--- src/rtl/idecode_queue_pkg.sv ---
// Shared RV32I decode types: opcode encoding and the decoded-instruction record
// carried through the decode queue.
package idecode_queue_pkg;

  localparam int DATA_WIDTH     = 32;
  localparam int REG_ADDR_WIDTH = 5;

  typedef enum logic [6:0] {
    OP_LOAD   = 7'b0000011,
    OP_FENCE  = 7'b0001111,
    OP_IMM    = 7'b0010011,
    OP_AUIPC  = 7'b0010111,
    OP_STORE  = 7'b0100011,
    OP_REG    = 7'b0110011,
    OP_LUI    = 7'b0110111,
    OP_BRANCH = 7'b1100011,
    OP_JALR   = 7'b1100111,
    OP_JAL    = 7'b1101111,
    OP_SYSTEM = 7'b1110011
  } opcode_t;

  typedef struct packed {
    logic [DATA_WIDTH-1:0]     pc;
    opcode_t                   opcode;
    logic [REG_ADDR_WIDTH-1:0] rs1;
    logic [REG_ADDR_WIDTH-1:0] rs2;
    logic [REG_ADDR_WIDTH-1:0] rd;
    logic [2:0]                f3;
    logic [6:0]                f7;
    logic [DATA_WIDTH-1:0]     imm;
    logic                      illegal;
  } decoded_instr_t;

endpackage

--- src/rtl/idecode_queue_comb.sv ---
// Pure combinational RV32I field extraction and illegal-encoding detection.
// Fields a format does not use are left at zero; an illegal word keeps only
// its pc and raw opcode bits.
module idecode_comb
  import idecode_queue_pkg::*;
#(
  parameter int CHECK_ILLEGAL = 1
) (
  input  logic [31:0]           instr,
  input  logic [DATA_WIDTH-1:0] pc,
  output decoded_instr_t        dec
);

  opcode_t            op;
  logic [2:0]         f3;
  logic [6:0]         f7;
  logic signed [11:0] imm_i;
  logic signed [11:0] imm_s;
  logic signed [12:0] imm_b;
  logic signed [20:0] imm_j;

  assign op    = opcode_t'(instr[6:0]);
  assign f3    = instr[14:12];
  assign f7    = instr[31:25];
  assign imm_i = instr[31:20];
  assign imm_s = {instr[31:25], instr[11:7]};
  assign imm_b = {instr[31], instr[7], instr[30:25], instr[11:8], 1'b0};
  assign imm_j = {instr[31], instr[19:12], instr[20], instr[30:21], 1'b0};

  // Per-format field selection, then collapse to an illegal record if needed.
  always_comb begin
    logic bad;
    bad        = 1'b0;
    dec        = '0;
    dec.pc     = pc;
    dec.opcode = op;
    case (op)
      OP_REG: begin
        dec.rd  = instr[11:7];
        dec.f3  = f3;
        dec.rs1 = instr[19:15];
        dec.rs2 = instr[24:20];
        dec.f7  = f7;
        bad     = !((f7 == 7'h00) ||
                    ((f7 == 7'h20) && ((f3 == 3'd0) || (f3 == 3'd5))));
      end
      OP_IMM, OP_LOAD, OP_JALR, OP_FENCE, OP_SYSTEM: begin
        dec.rd  = instr[11:7];
        dec.f3  = f3;
        dec.rs1 = instr[19:15];
        dec.f7  = f7;
        dec.imm = DATA_WIDTH'(imm_i);
        if (op == OP_IMM)
          bad = ((f3 == 3'd1) && (f7 != 7'h00)) ||
                ((f3 == 3'd5) && (f7 != 7'h00) && (f7 != 7'h20));
        else if (op == OP_LOAD)
          bad = (f3 == 3'd3) || (f3 == 3'd6) || (f3 == 3'd7);
        else if (op == OP_JALR)
          bad = (f3 != 3'd0);
      end
      OP_STORE: begin
        dec.f3  = f3;
        dec.rs1 = instr[19:15];
        dec.rs2 = instr[24:20];
        dec.imm = DATA_WIDTH'(imm_s);
        bad     = (f3 > 3'd2);
      end
      OP_BRANCH: begin
        dec.f3  = f3;
        dec.rs1 = instr[19:15];
        dec.rs2 = instr[24:20];
        dec.imm = DATA_WIDTH'(imm_b);
        bad     = (f3 == 3'd2) || (f3 == 3'd3);
      end
      OP_JAL: begin
        dec.rd  = instr[11:7];
        dec.imm = DATA_WIDTH'(imm_j);
      end
      OP_LUI, OP_AUIPC: begin
        dec.rd  = instr[11:7];
        dec.imm = {instr[31:12], 12'b0};
      end
      default: bad = 1'b1;
    endcase
    if ((CHECK_ILLEGAL != 0) && bad) begin
      dec         = '0;
      dec.pc      = pc;
      dec.opcode  = op;
      dec.illegal = 1'b1;
    end
  end

endmodule

--- src/rtl/idecode_queue.sv ---
// Decode queue: instructions are decoded on entry and held in a DEPTH-entry
// FIFO of decoded records. in_ready depends only on occupancy; flush and
// reset empty the queue, the storage array itself is never cleared.
module idecode_queue
  import idecode_queue_pkg::*;
#(
  parameter int DEPTH         = 4,
  parameter int CHECK_ILLEGAL = 1
) (
  input  logic                          clk,
  input  logic                          rst_n,
  input  logic                          flush,
  input  logic                          in_valid,
  output logic                          in_ready,
  input  logic [31:0]                   in_instr,
  input  logic [DATA_WIDTH-1:0]         in_pc,
  output logic                          out_valid,
  input  logic                          out_ready,
  output logic [DATA_WIDTH-1:0]         out_pc,
  output opcode_t                       out_opcode,
  output logic [REG_ADDR_WIDTH-1:0]     out_rs1_addr,
  output logic [REG_ADDR_WIDTH-1:0]     out_rs2_addr,
  output logic [REG_ADDR_WIDTH-1:0]     out_rd_addr,
  output logic [2:0]                    out_funct3,
  output logic [6:0]                    out_funct7,
  output logic [DATA_WIDTH-1:0]         out_imm,
  output logic                          out_illegal,
  output logic [$clog2(DEPTH+1)-1:0]    count
);

  localparam int PW = (DEPTH > 1) ? $clog2(DEPTH) : 1;
  localparam int CW = $clog2(DEPTH+1);

  decoded_instr_t        dec_tail;
  decoded_instr_t        head;
  decoded_instr_t        mem [DEPTH];
  logic [PW-1:0]         wr_ptr;
  logic [PW-1:0]         rd_ptr;
  logic                  full;
  logic                  push;
  logic                  pop;

  idecode_comb #(
    .CHECK_ILLEGAL(CHECK_ILLEGAL)
  ) u_decode (
    .instr(in_instr),
    .pc   (in_pc),
    .dec  (dec_tail)
  );

  assign full      = (count == CW'(DEPTH));
  assign in_ready  = !full;
  assign out_valid = (count != '0);
  assign push      = in_valid && in_ready && !flush;
  assign pop       = out_valid && out_ready && !flush;

  // Control state: pointers wrap naturally since DEPTH is a power of two.
  always_ff @(posedge clk or negedge rst_n) begin
    if (!rst_n) begin
      wr_ptr <= '0;
      rd_ptr <= '0;
      count  <= '0;
    end else if (flush) begin
      wr_ptr <= '0;
      rd_ptr <= '0;
      count  <= '0;
    end else begin
      if (push)
        wr_ptr <= wr_ptr + PW'(1);
      if (pop)
        rd_ptr <= rd_ptr + PW'(1);
      case ({push, pop})
        2'b10:   count <= count + CW'(1);
        2'b01:   count <= count - CW'(1);
        default: count <= count;
      endcase
    end
  end

  // Decoded-record storage, written at the tail on every accepted push.
  always_ff @(posedge clk) begin
    if (push)
      mem[wr_ptr] <= dec_tail;
  end

  assign head = out_valid ? mem[rd_ptr] : '0;

  assign out_pc       = head.pc;
  assign out_opcode   = head.opcode;
  assign out_rs1_addr = head.rs1;
  assign out_rs2_addr = head.rs2;
  assign out_rd_addr  = head.rd;
  assign out_funct3   = head.f3;
  assign out_funct7   = head.f7;
  assign out_imm      = head.imm;
  assign out_illegal  = head.illegal;

endmodule

--- config.mk ---
export PLATFORM = sky130hd
export DESIGN_NAME = idecode_queue
export DESIGN_NICKNAME = d
export VERILOG_FILES = /design/src/rtl/idecode_queue_pkg.sv /design/src/rtl/idecode_queue_comb.sv /design/src/rtl/idecode_queue.sv
export SDC_FILE = /design/constraint.sdc
export NUM_CORES = 1
export LEC_CHECK = 0
export CORE_MARGIN = 2
export CORE_UTILIZATION = 44
export DETAILED_ROUTE_END_ITERATION = 12
export GPL_ROUTABILITY_DRIVEN = 0
export PLACE_DENSITY_LB_ADDON = 0.15
export REMOVE_ABC_BUFFERS = 1
export SLEW_MARGIN = 20
export SYNTH_ARGS = -nofsm -noshare
export SYNTH_HDL_FRONTEND = slang
export SYNTH_SLANG_ARGS = --single-unit
--- constraint.sdc ---
create_clock -name clk -period 4.6 [get_ports clk]
set_input_delay 1.15 -clock clk [delete_from_list [all_inputs] [get_ports clk]]
set_output_delay 1.15 -clock clk [all_outputs]
set_load 0.005 [all_outputs]
After elaboration in Yosys (flattened, before gate mapping)

Memories as Yosys holds them, arrays and structs flattened.
Index checks and enable logic that the tools add are counted.

Equal/unequal tests: 22
$add $sub $neg: 4
Multiplexer cells: 20
Reduce and logical (&&, ||, !) cells: 32
Magnitude comparators: 1

Operator list:

| operator                                                                | count |
|---|---|
| 32-bit one-hot mux with 5 select lines                                  | 1 |
| 97-bit two-way mux                                                      | 1 |
| 58-bit two-way mux                                                      | 1 |
| 7-bit by 6-bit equality test with 1-bit output, second input constant   | 4 |
| 7-bit equality test, second input constant                              | 4 |
| 5-bit two-way mux                                                       | 3 |
| 7-bit by 5-bit equality test with 1-bit output, second input constant   | 2 |
| 3-bit equality test, second input constant                              | 4 |
| 3-bit nonzero test                                                      | 3 |
| 9-bit OR reduction                                                      | 1 |
| 1-bit logical AND                                                       | 8 |
| 2-bit two-way mux                                                       | 4 |
| 8-bit OR reduction                                                      | 1 |
| 7-bit by 2-bit equality test with 1-bit output, second input constant   | 1 |
| 7-bit by 4-bit equality test with 1-bit output, second input constant   | 1 |
| 7-bit logical NOT                                                       | 1 |
| 7-bit two-way mux                                                       | 1 |
| 7-bit by 6-bit inequality test with 1-bit output, second input constant | 1 |
| 7-bit nonzero test                                                      | 1 |
| 3-bit by 2-bit equality test with 1-bit output, second input constant   | 2 |
| 1-bit logical OR                                                        | 6 |
| 3-bit two-way mux                                                       | 2 |
| 3-bit one-hot mux with 2 select lines                                   | 1 |
| 3-bit OR reduction                                                      | 2 |
| other kinds (15)                                                        | 23 |

Bits in writable memories: 388
Memories: 1
Flip-flop bits (word level): 7
Input bits: 69
Output and inout bits: 102
Word-level logic and storage cells: 83

Memory list:

| memory | words | width | read ports | clocked after memory_dff | write ports | RTL line            | source |
|---|---|---|---|---|---|---|---|
| mem    | 4     | 97    | 1          | 0                        | 1           | idecode_queue.sv:36 | `decoded_instr_t mem [DEPTH];` |

Longest topological paths before layout

Word-level depth: 7
Gate-level depth with buffers: 8
Gate-level depth less buffers: 6

Modules after synthesis

From an unflattened synthesis, not the netlist that was laid out.

Cell total of the unflattened synthesis: 924
Area, all modules: 16708.5 µm²

Modules (own cells, without submodules):

| module        | cells each | area an instance (µm²) | seq. area each (µm²) | instances |
|---|---|---|---|---|
| idecode_queue | 678        | 15183.3                | 11826.3              | 1 |
| idecode_comb  | 246        | 1525.2                 | 0.0                  | 1 |

Least setup slack after synthesis

OpenSTA, ideal clock, no wires.

Path kind: in2reg
Start point: input flush
End point: memory mem[0][0] (netlist bit) (enable)
Slack: 0.366 ns
Library setup time: 0.467 ns
Path buffers: 1
Data arrival time: 3.767 ns
Required time: 4.133 ns
Stages: 3
Path through: clkbuf_1 > nor2_1 > and2_1

Word-level cells in the longest chain between the ends: 4

Ends and longest elaborated chain:

| item                                    | RTL line            | source |
|---|---|---|
| from (decl)                             | idecode_queue.sv:12 | `input logic flush,` |
| 1-bit logical NOT                       | idecode_queue.sv:54 | `assign push = in_valid && in_ready && !flush;` |
| 1-bit logical AND                       | idecode_queue.sv:54 |  |
| 1-bit two-way mux                       | idecode_queue.sv:82 | `if (push)` |
| 1-bit two-way mux (implied by the code) | idecode_queue.sv:83 | `mem[wr_ptr] <= dec_tail;` |
| to (decl)                               | idecode_queue.sv:36 |  |

Every way passes these cells.

Worst setup path in the final report

Start point: register rd_ptr[0]
End point: output out_imm[11]

Word-level cells in the longest chain between the ends: 2

Ends and longest elaborated chain:

| item                   | RTL line            | source |
|---|---|---|
| from (decl)            | idecode_queue.sv:38 | `logic [PW-1:0] rd_ptr;` |
| from (signal assigned) | idecode_queue.sv:71 | `rd_ptr <= rd_ptr + PW'(1);` |
| memory 4 x 97 bit      | -                   |  |
| 97-bit two-way mux     | idecode_queue.sv:86 | `assign head = out_valid ? mem[rd_ptr] : '0;` |
| to (decl)              | idecode_queue.sv:26 | `output logic [DATA_WIDTH-1:0] out_imm,` |

Every way passes these cells.

==> metrics.txt <==
row count 70; post-DP HPWL between 20 and 25 mm; via/cell ratio 5.42; DRC viols 0; Max clock buf depth 3; vias in the first global route 8741; share of layout cells above drive strength 1 20.3%; asr flop ratio synth around 1.8%; Arr. time, crit path ~2800 ps; post-CTS sizing 0; Yosys reg bits 395; worst skew pair latency 540 ps; Ports 171; initial drt markers 610; full die area 0.0384 sq mm; CTS sink cnt 395; area grow syn2layout 23.6%; number of synthesized flops with an enable pin slightly below 400; wire per inst 21.9 um; root buffer cell clkbuf_16; main area contributors after synthesis edfxtp_1 72%, mux4_2 13%, and2_1 4.0%; Worst setup SP type flip-flop; most common cell after layout, fill and taps aside edfxtp_1; Post-synth top flop edfxtp_1; CTS tree built; final instance area 0.0200 sq mm; crit-path max cell delay 720 ps; crit path capture type primary output; post-route ant nets 0; fmax 0.252 GHz; cts hold-fix bufs 0; DR vias 8402; core area 0.0364 sq mm; Die Span X between 150 and 200 um; Worst Max-Slew Pin Slew a little under 900 ps; Setup Fix Bufs, Post-CTS 0; relative slew slack 42.1%; worst hold path type flip-flop to flip-flop; final hold violation count 0; synth warn 0; Die H 196 um; port buffer count 170; CTS Buf Count 42; VDD IR max 0.372 mV; Slowest cell on crit path dfrtp_4; crit path cell chain buf_4 > mux4_2 > and2_1 > clkdlybuf4s50_1; commonest non-fill, non-tap cells in the layout 388 x edfxtp_1, 170 x clkdlybuf4s50_1, 100 x and2_1; Final Critical Period slightly below 4000 ps; Yosys top cell area share 71.8%; Clk pin slew, worst setup/hold paths 60 ps; RSZ-0062 raised after global routing no; ANT cells 0; clk_skew 16.3 ps; first-pass GRT wire length 52.5 mm; Initial DRT Pass Iterations 5; Critical Path RT 3450 ps; DP Area 0.0186 sq mm; max-slew violation count 0; area of the mapped netlist between 0.015 and 0.02 sq mm; antenna violations before repair 0; cell family with most CP delay buffers and inverters; leak pwr between 0.006 and 0.007 uW; Finish-stage setup viols 0; dominant cell type by area after synthesis edfxtp_1; Bufs and invs on worst path 2; Crit Path Category flip-flop to primary output; Nets 1128; total of max-cap violations 0; Starting Density 44.5%; pwr/cell area between 500 and 600 mW/mm^2; # H-tree levels 2; Synth cell types 58; gr ovfl total 0; crit-path max FO 22; pin count of the biggest net entering global routing 55; final hold slack 600 ps; outcome completed; post-synthesis sequential area ratio 72.9%; routed wire length 34.0 mm; Syn Inst Count 858; syn avg cell area between 15 and 20 sq um; Total GRT Usage between 15 and 20%; period utilisation layout 86.1%
-- path summary, 6_finish.rpt --
kind                                start          end  slack, ps  cells past startpoint
max in group asynchronous           rst_n    rd_ptr[1]       3420                      1
worst min register to register  wr_ptr[1]    wr_ptr[1]        600                      2
worst min-delay path            wr_ptr[1]    wr_ptr[1]        600                      2
min in group asynchronous           rst_n     count[2]        880                      1
worst max-delay path            rd_ptr[0]  out_imm[11]        640                      4
worst max register to register   count[0]     count[1]       2060                      7
-- worst reg2reg max path, cell delays in order (launching register included) --
cell	delay [ps]
dfrtp_1	480
or3_4	560
buf_12	310
nand2_1	150
nor3b_1	260
fa_1	450
mux2i_1	150
nor2_1	50
-- cell type report --
cell class / instances / area (sq um)
Fill cell: 2911 / 16400
Sequential cell: 395 / 11800
Multi-Input combinational cell: 399 / 4130
Timing Repair Buffer: 199 / 2030
Clock buffer: 53 / 1160
Tap cell: 468 / 586
Clock inverter: 20 / 241
Inverter: 17 / 63.8
-- cells in the mapped netlist, drive strengths merged (2+ instances only) --
cell / n
nand3: 7
dfrtp: 7
nand2: 31
clkbuf: 24
and2: 105
nor3: 11
or2: 2
ha: 4
o2111ai: 2
o21ai: 12
mux2i: 2
buf: 23
nor2: 26
and3: 13
inv: 17
edfxtp: 388
nand3b: 4
mux4: 97
nor4: 3
a31oi: 3
xnor2: 2
xor2: 3
a21oi: 27
a311oi: 2
a22oi: 8
nand2b: 4
nor2b: 4
nor3b: 8
-- per-stage QoR --
step                total power, uW  TNS, ps  util, %  worst slack (ps)  cells
floorplan                      5930  -116050        -             -1200    811
finish                        10700        0     55.0               637   1551
detailed placement             7510        0     51.2               580   1478
global placement               7510        0     51.2               628   1478
global route                  11300        0     55.0               472   1551
CTS                           11000        0     55.0               535   1551
-- per-layer routing --
layer	wire (um)	part of all wire [%]	GRT usage (%)	up-vias
met3	1760	5.2	3.44	51
li1	-	-	-	3820
met5	0	0	0	-
met4	539	1.6	4.04	0
met1	15000	44	24.8	4314
met2	16600	49	30.0	217
-- sequential cells by signal, summed over array words and instances, names as in the netlist --
signal,flops
mem,388
rd_ptr,2
wr_ptr,2
count,3
-- where the power goes --
group	total [uW]	internal (uW)	leakage, uW	switching [uW]
sequential	4270	4150	0.00365	122
combinational	3060	1810	0.00206	1250
clock	3410	2100	0.000679	1310
-- cells by family after synthesis --
kind of cell             count (synthesis)  synth area share (%)
buffers and inverters                   64                  1.77
AO/OA/AOI/OAI                           66                  2.85
flip-flops                             395                  72.9
adder cells (fa/ha/maj)                  5                 0.432
AND/OR/NAND/NOR                        224                  8.21
multiplexers                            99                  13.6
XOR/XNOR                                 5                 0.270
No activity file was read; power rests on OpenSTA's default activity.
